<file path="config.mk">
export PLATFORM = sky130hd
export DESIGN_NAME = core_bus_arbiter_flat
export DESIGN_NICKNAME = d
export VERILOG_FILES = /design/src/rtl/core_bus_arbiter_if.sv /design/src/rtl/core_bus_arbiter.sv /design/src/flat_wrapper.sv
export SDC_FILE = /design/constraint.sdc
export NUM_CORES = 1
export LEC_CHECK = 0
export CAP_MARGIN = 30
export CORE_ASPECT_RATIO = 0.7
export CORE_MARGIN = 2
export CORE_UTILIZATION = 30
export DETAILED_ROUTE_END_ITERATION = 12
export HOLD_SLACK_MARGIN = 0.02
export PLACE_DENSITY_LB_ADDON = 0.2
export SLEW_MARGIN = 15
export SYNTH_ARGS = -nofsm -noshare
export SYNTH_HDL_FRONTEND = slang
export SYNTH_SLANG_ARGS = --single-unit
export TNS_END_PERCENT = 10
</file>
<file path="constraint.sdc">
create_clock -name clk -period 3.89 [get_ports clk]
set_clock_uncertainty 0.2 [all_clocks]
set_input_delay 0.389 -clock clk [delete_from_list [all_inputs] [get_ports clk]]
set_output_delay 0.389 -clock clk [all_outputs]
set_load 0.01 [all_outputs]
</file>
<file path="src/rtl/core_bus_arbiter_if.sv">
// Memory-side valid/ready bus between core_bus_arbiter and the single memory port.
//   master : arbiter side, drives valid/we/addr/wdata/wmask, receives ready/rdata
//   slave  : memory side, receives the request, returns a one-cycle ready with rdata
interface core_bus_arbiter_if #(
    parameter int unsigned ADDR_W = 64,
    parameter int unsigned DATA_W = 64
);
    localparam int unsigned MASK_W = DATA_W / 8;

    logic              valid;
    logic              we;
    logic [ADDR_W-1:0] addr;
    logic [DATA_W-1:0] wdata;
    logic [MASK_W-1:0] wmask;
    logic              ready;
    logic [DATA_W-1:0] rdata;

    modport master (
        output valid, we, addr, wdata, wmask,
        input  ready, rdata
    );

    modport slave (
        input  valid, we, addr, wdata, wmask,
        output ready, rdata
    );
endinterface

</file>
<file path="src/rtl/core_bus_arbiter.sv">
// Two-port to one-bus arbiter between Core and memory. Serialises the fetch port
// (if_request/if_addr) and the data port (mem_re/mem_we/...) onto a single
// valid/ready bus, data accesses taking priority over fetches.
//   clk, rstn        : clock, synchronous active-low reset
//   if_*             : fetch request in, if_stall/if_rdata back to Core
//   mem_*            : data request in, mem_stall/mem_rdata back to Core
//   bus (master)     : memory bus, valid/we/addr/wdata/wmask out, ready/rdata in
//   bus_err          : sticky bus timeout flag
// Optional feature: define ARB_TIMEOUT_EN to enable a TIMEOUT_CYCLES watchdog
// that aborts a hung bus transaction; otherwise bus_err is tied 0.
module core_bus_arbiter #(
    parameter int unsigned ADDR_W         = 64,
    parameter int unsigned DATA_W         = 64,
    parameter int unsigned TIMEOUT_CYCLES = 256
) (
    input  logic                clk,
    input  logic                rstn,
    input  logic                if_request,
    input  logic [ADDR_W-1:0]   if_addr,
    output logic                if_stall,
    output logic [DATA_W-1:0]   if_rdata,
    input  logic                mem_re,
    input  logic                mem_we,
    input  logic [ADDR_W-1:0]   mem_addr,
    input  logic [DATA_W-1:0]   mem_wdata,
    input  logic [DATA_W/8-1:0] mem_wmask,
    output logic                mem_stall,
    output logic [DATA_W-1:0]   mem_rdata,
    core_bus_arbiter_if.master  bus,
    output logic                bus_err
);
    localparam int unsigned MASK_W = DATA_W / 8;

    if (TIMEOUT_CYCLES < 1) begin : g_bad_timeout
        $error("core_bus_arbiter: TIMEOUT_CYCLES must be at least 1");
    end

    typedef enum logic [1:0] {
        ST_IDLE    = 2'd0,
        ST_IF_BUS  = 2'd1,
        ST_MEM_BUS = 2'd2,
        ST_RESP    = 2'd3
    } state_t;

    state_t            state_q, state_nxt;

    // Pending latches and the request fields captured with them
    logic              if_pend_q, if_pend_nxt;
    logic [ADDR_W-1:0] if_addr_q, if_addr_nxt;
    logic              mem_pend_q, mem_pend_nxt;
    logic              mem_we_q, mem_we_nxt;
    logic [ADDR_W-1:0] mem_addr_q, mem_addr_nxt;
    logic [DATA_W-1:0] mem_wdata_q, mem_wdata_nxt;
    logic [MASK_W-1:0] mem_wmask_q, mem_wmask_nxt;

    // Registered outputs
    logic              bus_valid_q, bus_valid_nxt;
    logic              bus_we_q, bus_we_nxt;
    logic [ADDR_W-1:0] bus_addr_q, bus_addr_nxt;
    logic [DATA_W-1:0] bus_wdata_q, bus_wdata_nxt;
    logic [MASK_W-1:0] bus_wmask_q, bus_wmask_nxt;
    logic              if_stall_q, if_stall_nxt;
    logic              mem_stall_q, mem_stall_nxt;
    logic [DATA_W-1:0] if_rdata_q, if_rdata_nxt;
    logic [DATA_W-1:0] mem_rdata_q, mem_rdata_nxt;

    logic              mem_req_c;
    logic              timeout_c;

    assign mem_req_c = mem_re | mem_we;

`ifdef ARB_TIMEOUT_EN
    localparam int unsigned CNT_W = (TIMEOUT_CYCLES > 1) ? $clog2(TIMEOUT_CYCLES) : 1;

    logic [CNT_W-1:0] cnt_q, cnt_nxt;
    logic             bus_err_q, bus_err_nxt;

    assign timeout_c = (cnt_q == CNT_W'(TIMEOUT_CYCLES - 1));

    // Watchdog: counts cycles spent in a bus state, restarts on every state entry
    always_comb begin
        cnt_nxt     = '0;
        bus_err_nxt = bus_err_q;
        if ((state_q == ST_IF_BUS) || (state_q == ST_MEM_BUS)) begin
            if (state_nxt == state_q) begin
                cnt_nxt = cnt_q + CNT_W'(1);
            end
            if (!bus.ready && timeout_c) begin
                bus_err_nxt = 1'b1;
            end
        end
    end

    always_ff @(posedge clk) begin
        if (!rstn) begin
            cnt_q     <= '0;
            bus_err_q <= 1'b0;
        end else begin
            cnt_q     <= cnt_nxt;
            bus_err_q <= bus_err_nxt;
        end
    end

    assign bus_err = bus_err_q;
`else
    assign timeout_c = 1'b0;
    assign bus_err   = 1'b0;
`endif

    // Next-state, latch capture and output computation
    always_comb begin
        state_nxt     = state_q;
        if_pend_nxt   = if_pend_q;
        if_addr_nxt   = if_addr_q;
        mem_pend_nxt  = mem_pend_q;
        mem_we_nxt    = mem_we_q;
        mem_addr_nxt  = mem_addr_q;
        mem_wdata_nxt = mem_wdata_q;
        mem_wmask_nxt = mem_wmask_q;
        bus_we_nxt    = bus_we_q;
        bus_addr_nxt  = bus_addr_q;
        bus_wdata_nxt = bus_wdata_q;
        bus_wmask_nxt = bus_wmask_q;
        if_rdata_nxt  = if_rdata_q;
        mem_rdata_nxt = mem_rdata_q;

        // A set latch covers both "pending" and "in flight", so repeats are dropped
        if (if_request && !if_pend_q) begin
            if_pend_nxt = 1'b1;
            if_addr_nxt = if_addr;
        end
        if (mem_req_c && !mem_pend_q) begin
            mem_pend_nxt  = 1'b1;
            mem_we_nxt    = mem_we;
            mem_addr_nxt  = mem_addr;
            mem_wdata_nxt = mem_wdata;
            mem_wmask_nxt = mem_wmask;
        end

        unique case (state_q)
            ST_IDLE: begin
                // Same-cycle requests are visible through the *_nxt latch values
                if (mem_pend_nxt) begin
                    state_nxt     = ST_MEM_BUS;
                    bus_we_nxt    = mem_we_nxt;
                    bus_addr_nxt  = mem_addr_nxt;
                    bus_wdata_nxt = mem_wdata_nxt;
                    bus_wmask_nxt = mem_wmask_nxt;
                end else if (if_pend_nxt) begin
                    state_nxt     = ST_IF_BUS;
                    bus_we_nxt    = 1'b0;
                    bus_addr_nxt  = if_addr_nxt;
                    bus_wdata_nxt = '0;
                    bus_wmask_nxt = '0;
                end
            end
            ST_IF_BUS: begin
                if (bus.ready) begin
                    if_rdata_nxt = bus.rdata;
                    if_pend_nxt  = 1'b0;
                    state_nxt    = ST_RESP;
                end else if (timeout_c) begin
                    if_rdata_nxt = '0;
                    if_pend_nxt  = 1'b0;
                    state_nxt    = ST_RESP;
                end
            end
            ST_MEM_BUS: begin
                if (bus.ready) begin
                    if (!mem_we_q) begin
                        mem_rdata_nxt = bus.rdata;
                    end
                    mem_pend_nxt = 1'b0;
                    state_nxt    = ST_RESP;
                end else if (timeout_c) begin
                    if (!mem_we_q) begin
                        mem_rdata_nxt = '0;
                    end
                    mem_pend_nxt = 1'b0;
                    state_nxt    = ST_RESP;
                end
            end
            ST_RESP: begin
                state_nxt = ST_IDLE;
            end
            default: begin
                state_nxt = ST_IDLE;
            end
        endcase

        bus_valid_nxt = (state_nxt == ST_IF_BUS) || (state_nxt == ST_MEM_BUS);
        if_stall_nxt  = if_pend_nxt;
        mem_stall_nxt = mem_pend_nxt;
    end

    // State and output registers
    always_ff @(posedge clk) begin
        if (!rstn) begin
            state_q     <= ST_IDLE;
            if_pend_q   <= 1'b0;
            if_addr_q   <= '0;
            mem_pend_q  <= 1'b0;
            mem_we_q    <= 1'b0;
            mem_addr_q  <= '0;
            mem_wdata_q <= '0;
            mem_wmask_q <= '0;
            bus_valid_q <= 1'b0;
            bus_we_q    <= 1'b0;
            bus_addr_q  <= '0;
            bus_wdata_q <= '0;
            bus_wmask_q <= '0;
            if_stall_q  <= 1'b0;
            mem_stall_q <= 1'b0;
            if_rdata_q  <= '0;
            mem_rdata_q <= '0;
        end else begin
            state_q     <= state_nxt;
            if_pend_q   <= if_pend_nxt;
            if_addr_q   <= if_addr_nxt;
            mem_pend_q  <= mem_pend_nxt;
            mem_we_q    <= mem_we_nxt;
            mem_addr_q  <= mem_addr_nxt;
            mem_wdata_q <= mem_wdata_nxt;
            mem_wmask_q <= mem_wmask_nxt;
            bus_valid_q <= bus_valid_nxt;
            bus_we_q    <= bus_we_nxt;
            bus_addr_q  <= bus_addr_nxt;
            bus_wdata_q <= bus_wdata_nxt;
            bus_wmask_q <= bus_wmask_nxt;
            if_stall_q  <= if_stall_nxt;
            mem_stall_q <= mem_stall_nxt;
            if_rdata_q  <= if_rdata_nxt;
            mem_rdata_q <= mem_rdata_nxt;
        end
    end

    assign bus.valid = bus_valid_q;
    assign bus.we    = bus_we_q;
    assign bus.addr  = bus_addr_q;
    assign bus.wdata = bus_wdata_q;
    assign bus.wmask = bus_wmask_q;
    assign if_stall  = if_stall_q;
    assign mem_stall = mem_stall_q;
    assign if_rdata  = if_rdata_q;
    assign mem_rdata = mem_rdata_q;
endmodule
</file>
<file path="src/flat_wrapper.sv">
// flat-port wrapper written by rule: the top's interface ports become plain ports
module core_bus_arbiter_flat 
#(
    parameter int unsigned ADDR_W         = 64,
    parameter int unsigned DATA_W         = 64,
    parameter int unsigned TIMEOUT_CYCLES = 256
)
  (clk, rstn, if_request, if_addr, if_stall, if_rdata, mem_re, mem_we, mem_addr, mem_wdata, mem_wmask, mem_stall, mem_rdata, bus_err, bus_valid, bus_we, bus_addr, bus_wdata, bus_wmask, bus_ready, bus_rdata);
  core_bus_arbiter_if #(.ADDR_W(ADDR_W), .DATA_W(DATA_W)) bus_i ();
  input  logic clk;
  input  logic rstn;
  input  logic if_request;
  input  logic [ADDR_W-1:0] if_addr;
  output logic if_stall;
  output logic [DATA_W-1:0] if_rdata;
  input  logic mem_re;
  input  logic mem_we;
  input  logic [ADDR_W-1:0] mem_addr;
  input  logic [DATA_W-1:0] mem_wdata;
  input  logic [DATA_W/8-1:0] mem_wmask;
  output logic mem_stall;
  output logic [DATA_W-1:0] mem_rdata;
  output logic bus_err;
  output wire logic [$bits(bus_i.valid)-1:0] bus_valid;
  output wire logic [$bits(bus_i.we)-1:0] bus_we;
  output wire logic [$bits(bus_i.addr)-1:0] bus_addr;
  output wire logic [$bits(bus_i.wdata)-1:0] bus_wdata;
  output wire logic [$bits(bus_i.wmask)-1:0] bus_wmask;
  input wire logic [$bits(bus_i.ready)-1:0] bus_ready;
  input wire logic [$bits(bus_i.rdata)-1:0] bus_rdata;
  assign bus_valid = bus_i.valid;
  assign bus_we = bus_i.we;
  assign bus_addr = bus_i.addr;
  assign bus_wdata = bus_i.wdata;
  assign bus_wmask = bus_i.wmask;
  assign bus_i.ready = bus_ready;
  assign bus_i.rdata = bus_rdata;
  core_bus_arbiter #(.ADDR_W(ADDR_W), .DATA_W(DATA_W), .TIMEOUT_CYCLES(TIMEOUT_CYCLES)) u_core (.clk(clk), .rstn(rstn), .if_request(if_request), .if_addr(if_addr), .if_stall(if_stall), .if_rdata(if_rdata), .mem_re(mem_re), .mem_we(mem_we), .mem_addr(mem_addr), .mem_wdata(mem_wdata), .mem_wmask(mem_wmask), .mem_stall(mem_stall), .mem_rdata(mem_rdata), .bus(bus_i), .bus_err(bus_err));
endmodule
</file>
==> summary.md <==
| Metric | Value |
|---|---|
| Status | finished, final reports clean |
| CP required | between 4 and 5 ns |
| WHS Endpoint | u_core.mem_pend_q |
| Cts hold-fix bufs | 0 |
| Clock Latency Late Sink | 0.57 ns |
| Yosys cell types | 35 |
| Initial core utilization | 0.303 |
| Hold Path Depth | 2 |
| Flop pwr share | 0.407 |
| MaxCap Viol Count | 0 |
| Vias | 16,300 |
| Worst min path class | in2reg |
| Reg2reg setup slack | 1.09 ns |
| Port bufs | 537 |
| Hold_sp | rstn |
| Final Instance Area | roughly 25,000 sq um |
| Post-CTS setup buffers | 0 |
| CP max-delay cell | ha_1 |
| Most numerous cell in the Yosys netlist | nand2_1 |
| Core ar. | approximately 57,000 sq um |
| CP arrival | 3.09 ns |
| LEAKAGE | 0.00915 uW |
| Top-area cell type share of the netlist area | 0.549 |
| DR WL/cell | 20.1 um |
| Worst slew margin | 0.328 |
| CTS Buf Count | 50 |
| Routed vias/inst | 5.05 |
| Worst R2R End | u_core.bus.addr[58] |
| Cell count after synthesis | roughly 2,000 |
| Startpoint types | flip-flop |
| EDFF count, synth | 0 |
| Minimum clock period after layout | 2.80 ns |
| Die H | 204 um |
| Chip Width | 290 um |
| Worst Max-Slew Pin Slew | 1.01 ns |
| Placer Congestion | a little over 0.8 |
| Peak supply drop | 333 uV |
| Ports | 539 |
| Worst R2R Start | u_core.state_q[0] |
| Main area contributors after synthesis | dfxtp_1, nand2_1, a21oi_1, a22o_1, mux2i_1 |
| Die Area | 59,200 sq um |
| Yosys top cell by area | dfxtp_1 |
| Placed inst area | 23,200 sq um |
| Slowest stage delay, CP | approximately 0.83 ns |
| Clock network power share | 0.345 |
| Resized Gates After CTS | 0 |
| Drt total wl | 64,900 um |
| Total grt overflow | 0 |
| Post-synthesis sequential area ratio | 0.549 |
| Internal power | between 9000 and 10,000 uW |
| Router iterations before antenna repair | 7 |
| Syn Nets | 2,261 |
| Worst Path Max Fanout | 73 |
| Crit path capture type | flip-flop |
| CTS Sinks | 471 |
| Crit share post-route | 0.719 |
| Fin Setup TNS | 0 ns |
| Primary FF master, synth | dfxtp_1 |
| Antenna violations before repair | 4 |
| Maximum clock rate | roughly 360 MHz |
| Share of cells above drive strength 1 | 0.0540 |
| H-tree levels | 2 |
| Clock Path Buffers | 3 |
| Critical path class | reg2reg |
| RSZ-0062 raised after global routing | no |
| Crit-path cells | inv_1 -> ha_1 -> and2_2 -> buf_12 -> a21oi_1 -> o2bb2ai_1 |
| Total power | 14,100 uW |
| Tot GR Track Use | 0.209 |
| Post-route ant nets | 0 |
| Combinational share of power | 0.248 |
| Synth warn | 0 |
| Mapped Area | 17,200 sq um |
| Slew Viols, Final | 0 |
| Final setup violation count | 0 |
| Pin count of the biggest net entering global routing | 95 |
| Synthesis-stage register bit count | 471 |
| Net Sw Power | 4220 uW |
| PD cells | around 570 nW/um^2 |
| FF-to-FF path depth | 6 |
| 1st-iter DRT viols | 1,227 |
| Syn Area/Cell | 8.64 sq um |
| Synth cell count leaders | nand2_1, dfxtp_1, a21oi_1 |
| Standard-cell row count | 73 |
| Number of global-route vias before repair | 15,900 |
| CTS tree | done |
| Post-layout nets | 2,721 |
| First-pass GRT wire length | 97,300 um |
| Area grow syn2layout | 44.8% |
| Residual DRC count | 0 |
| Asr flop ratio synth | 0 |
| Final hold viol count | 0 |
| Worst-path clk slew | 0.06 ns |
| Post-DP HPWL | around 44,000 um |
| Clock root buffer | clkbuf_16 |
| Switching Share | 0.300 |
## sequential cells by signal, summed over array words and instances, names as in the netlist, 2 cells and up
register,cells
u_core.state_q,2
u_core.mem_wmask_q,8
u_core.if_addr_q,64
u_core.mem_wdata_q,64
u_core.mem_rdata,64
u_core.bus.wmask,8
u_core.if_rdata,64
u_core.bus.addr,64
u_core.bus.wdata,64
u_core.mem_addr_q,64
## worst max-delay path, delay by kind of cell, from the launching register on
family | cells | cell delay [ns]
compound gates | 2 | 0.25
fa+ha+maj | 1 | 0.83
buf+inv | 2 | 0.50
flops | 1 | 0.33
simple gates | 1 | 0.60
## cells in the final DEF, fill, tap and decap left out, drive strengths merged, types with 6 or more instances in the layout
cell / n
a211o: 12
a21oi: 347
a22o: 90
a311o: 35
buf: 42
clkbuf: 75
clkdlybuf4s50: 536
clkinv: 6
dfxtp: 471
inv: 7
mux2i: 48
nand2: 614
nor2: 50
nor4: 35
o221ai: 17
o22ai: 49
o2bb2ai: 17
## worst max path at each step
stage                       from              endpoint  slack [ns]
6_report       u_core.state_q[0]   u_core.bus.addr[58]        1.09
4_1_cts        u_core.state_q[0]   u_core.bus.addr[58]        1.12
2_1_floorplan  u_core.state_q[0]   u_core.bus.addr[10]        1.91
3_3_place_gp              mem_we  u_core.bus.wdata[14]        1.12
5_1_grt        u_core.state_q[0]   u_core.bus.addr[58]        0.94
3_5_place_dp              mem_we  u_core.bus.wdata[14]        1.03
## power by group through the flow
stage	logic [uW]	clock network, uW	registers [uW]
CTS	3500	4980	5720
finish	3480	4850	5720
detailed placement	3490	0	5810
floorplan	1590	0	5920
global placement	3440	0	5800
global route	3740	5200	5780
## routing by layer
metal  vias up  global-route usage  part of all wire
met4         2              0.0530             0.018
met2       499               0.341              0.47
met5         -                   0           0.00025
met1      7960               0.283              0.46
met3        85              0.0433             0.059
li1       7781                   -                 -
## logic make-up after synthesis
logic type,Yosys count,synth area share
DFF,471,0.549
muxes,49,0.0286
and+or+nand+nor,715,0.164
AOI/OAI and AO/OA,572,0.211
other,1,0.000218
buffers and inverters,175,0.0442
adders and majority gates,4,0.00291
## layout make-up
class                           count  area, sq um
Fill cell                        5459        31800
Tap cell                          750          938
Inverter                            5         26.3
Clock buffer                       75         1490
Clock inverter                     12          171
Sequential cell                   471         9430
Antenna cell                        3         7.51
Multi-Input combinational cell   1341         7030
Timing Repair Buffer              578         5780
## stage by stage
| stage | instances | worst slack (ns) | hold slack [ns] | utilization |
|---|---|---|---|---|
| finish | 3235 | 1.09 | 0.146 | 0.439 |
| global route | 3234 | 0.943 | 0.147 | 0.439 |
| CTS | 3232 | 1.12 | 0.132 | 0.439 |
| detailed placement | 3145 | 1.03 | 0.246 | 0.410 |
| global placement | 3145 | 1.12 | 0.241 | 0.410 |
| floorplan | 1987 | 1.91 | 0.236 | - |
Power figures use the tool's default switching activity.
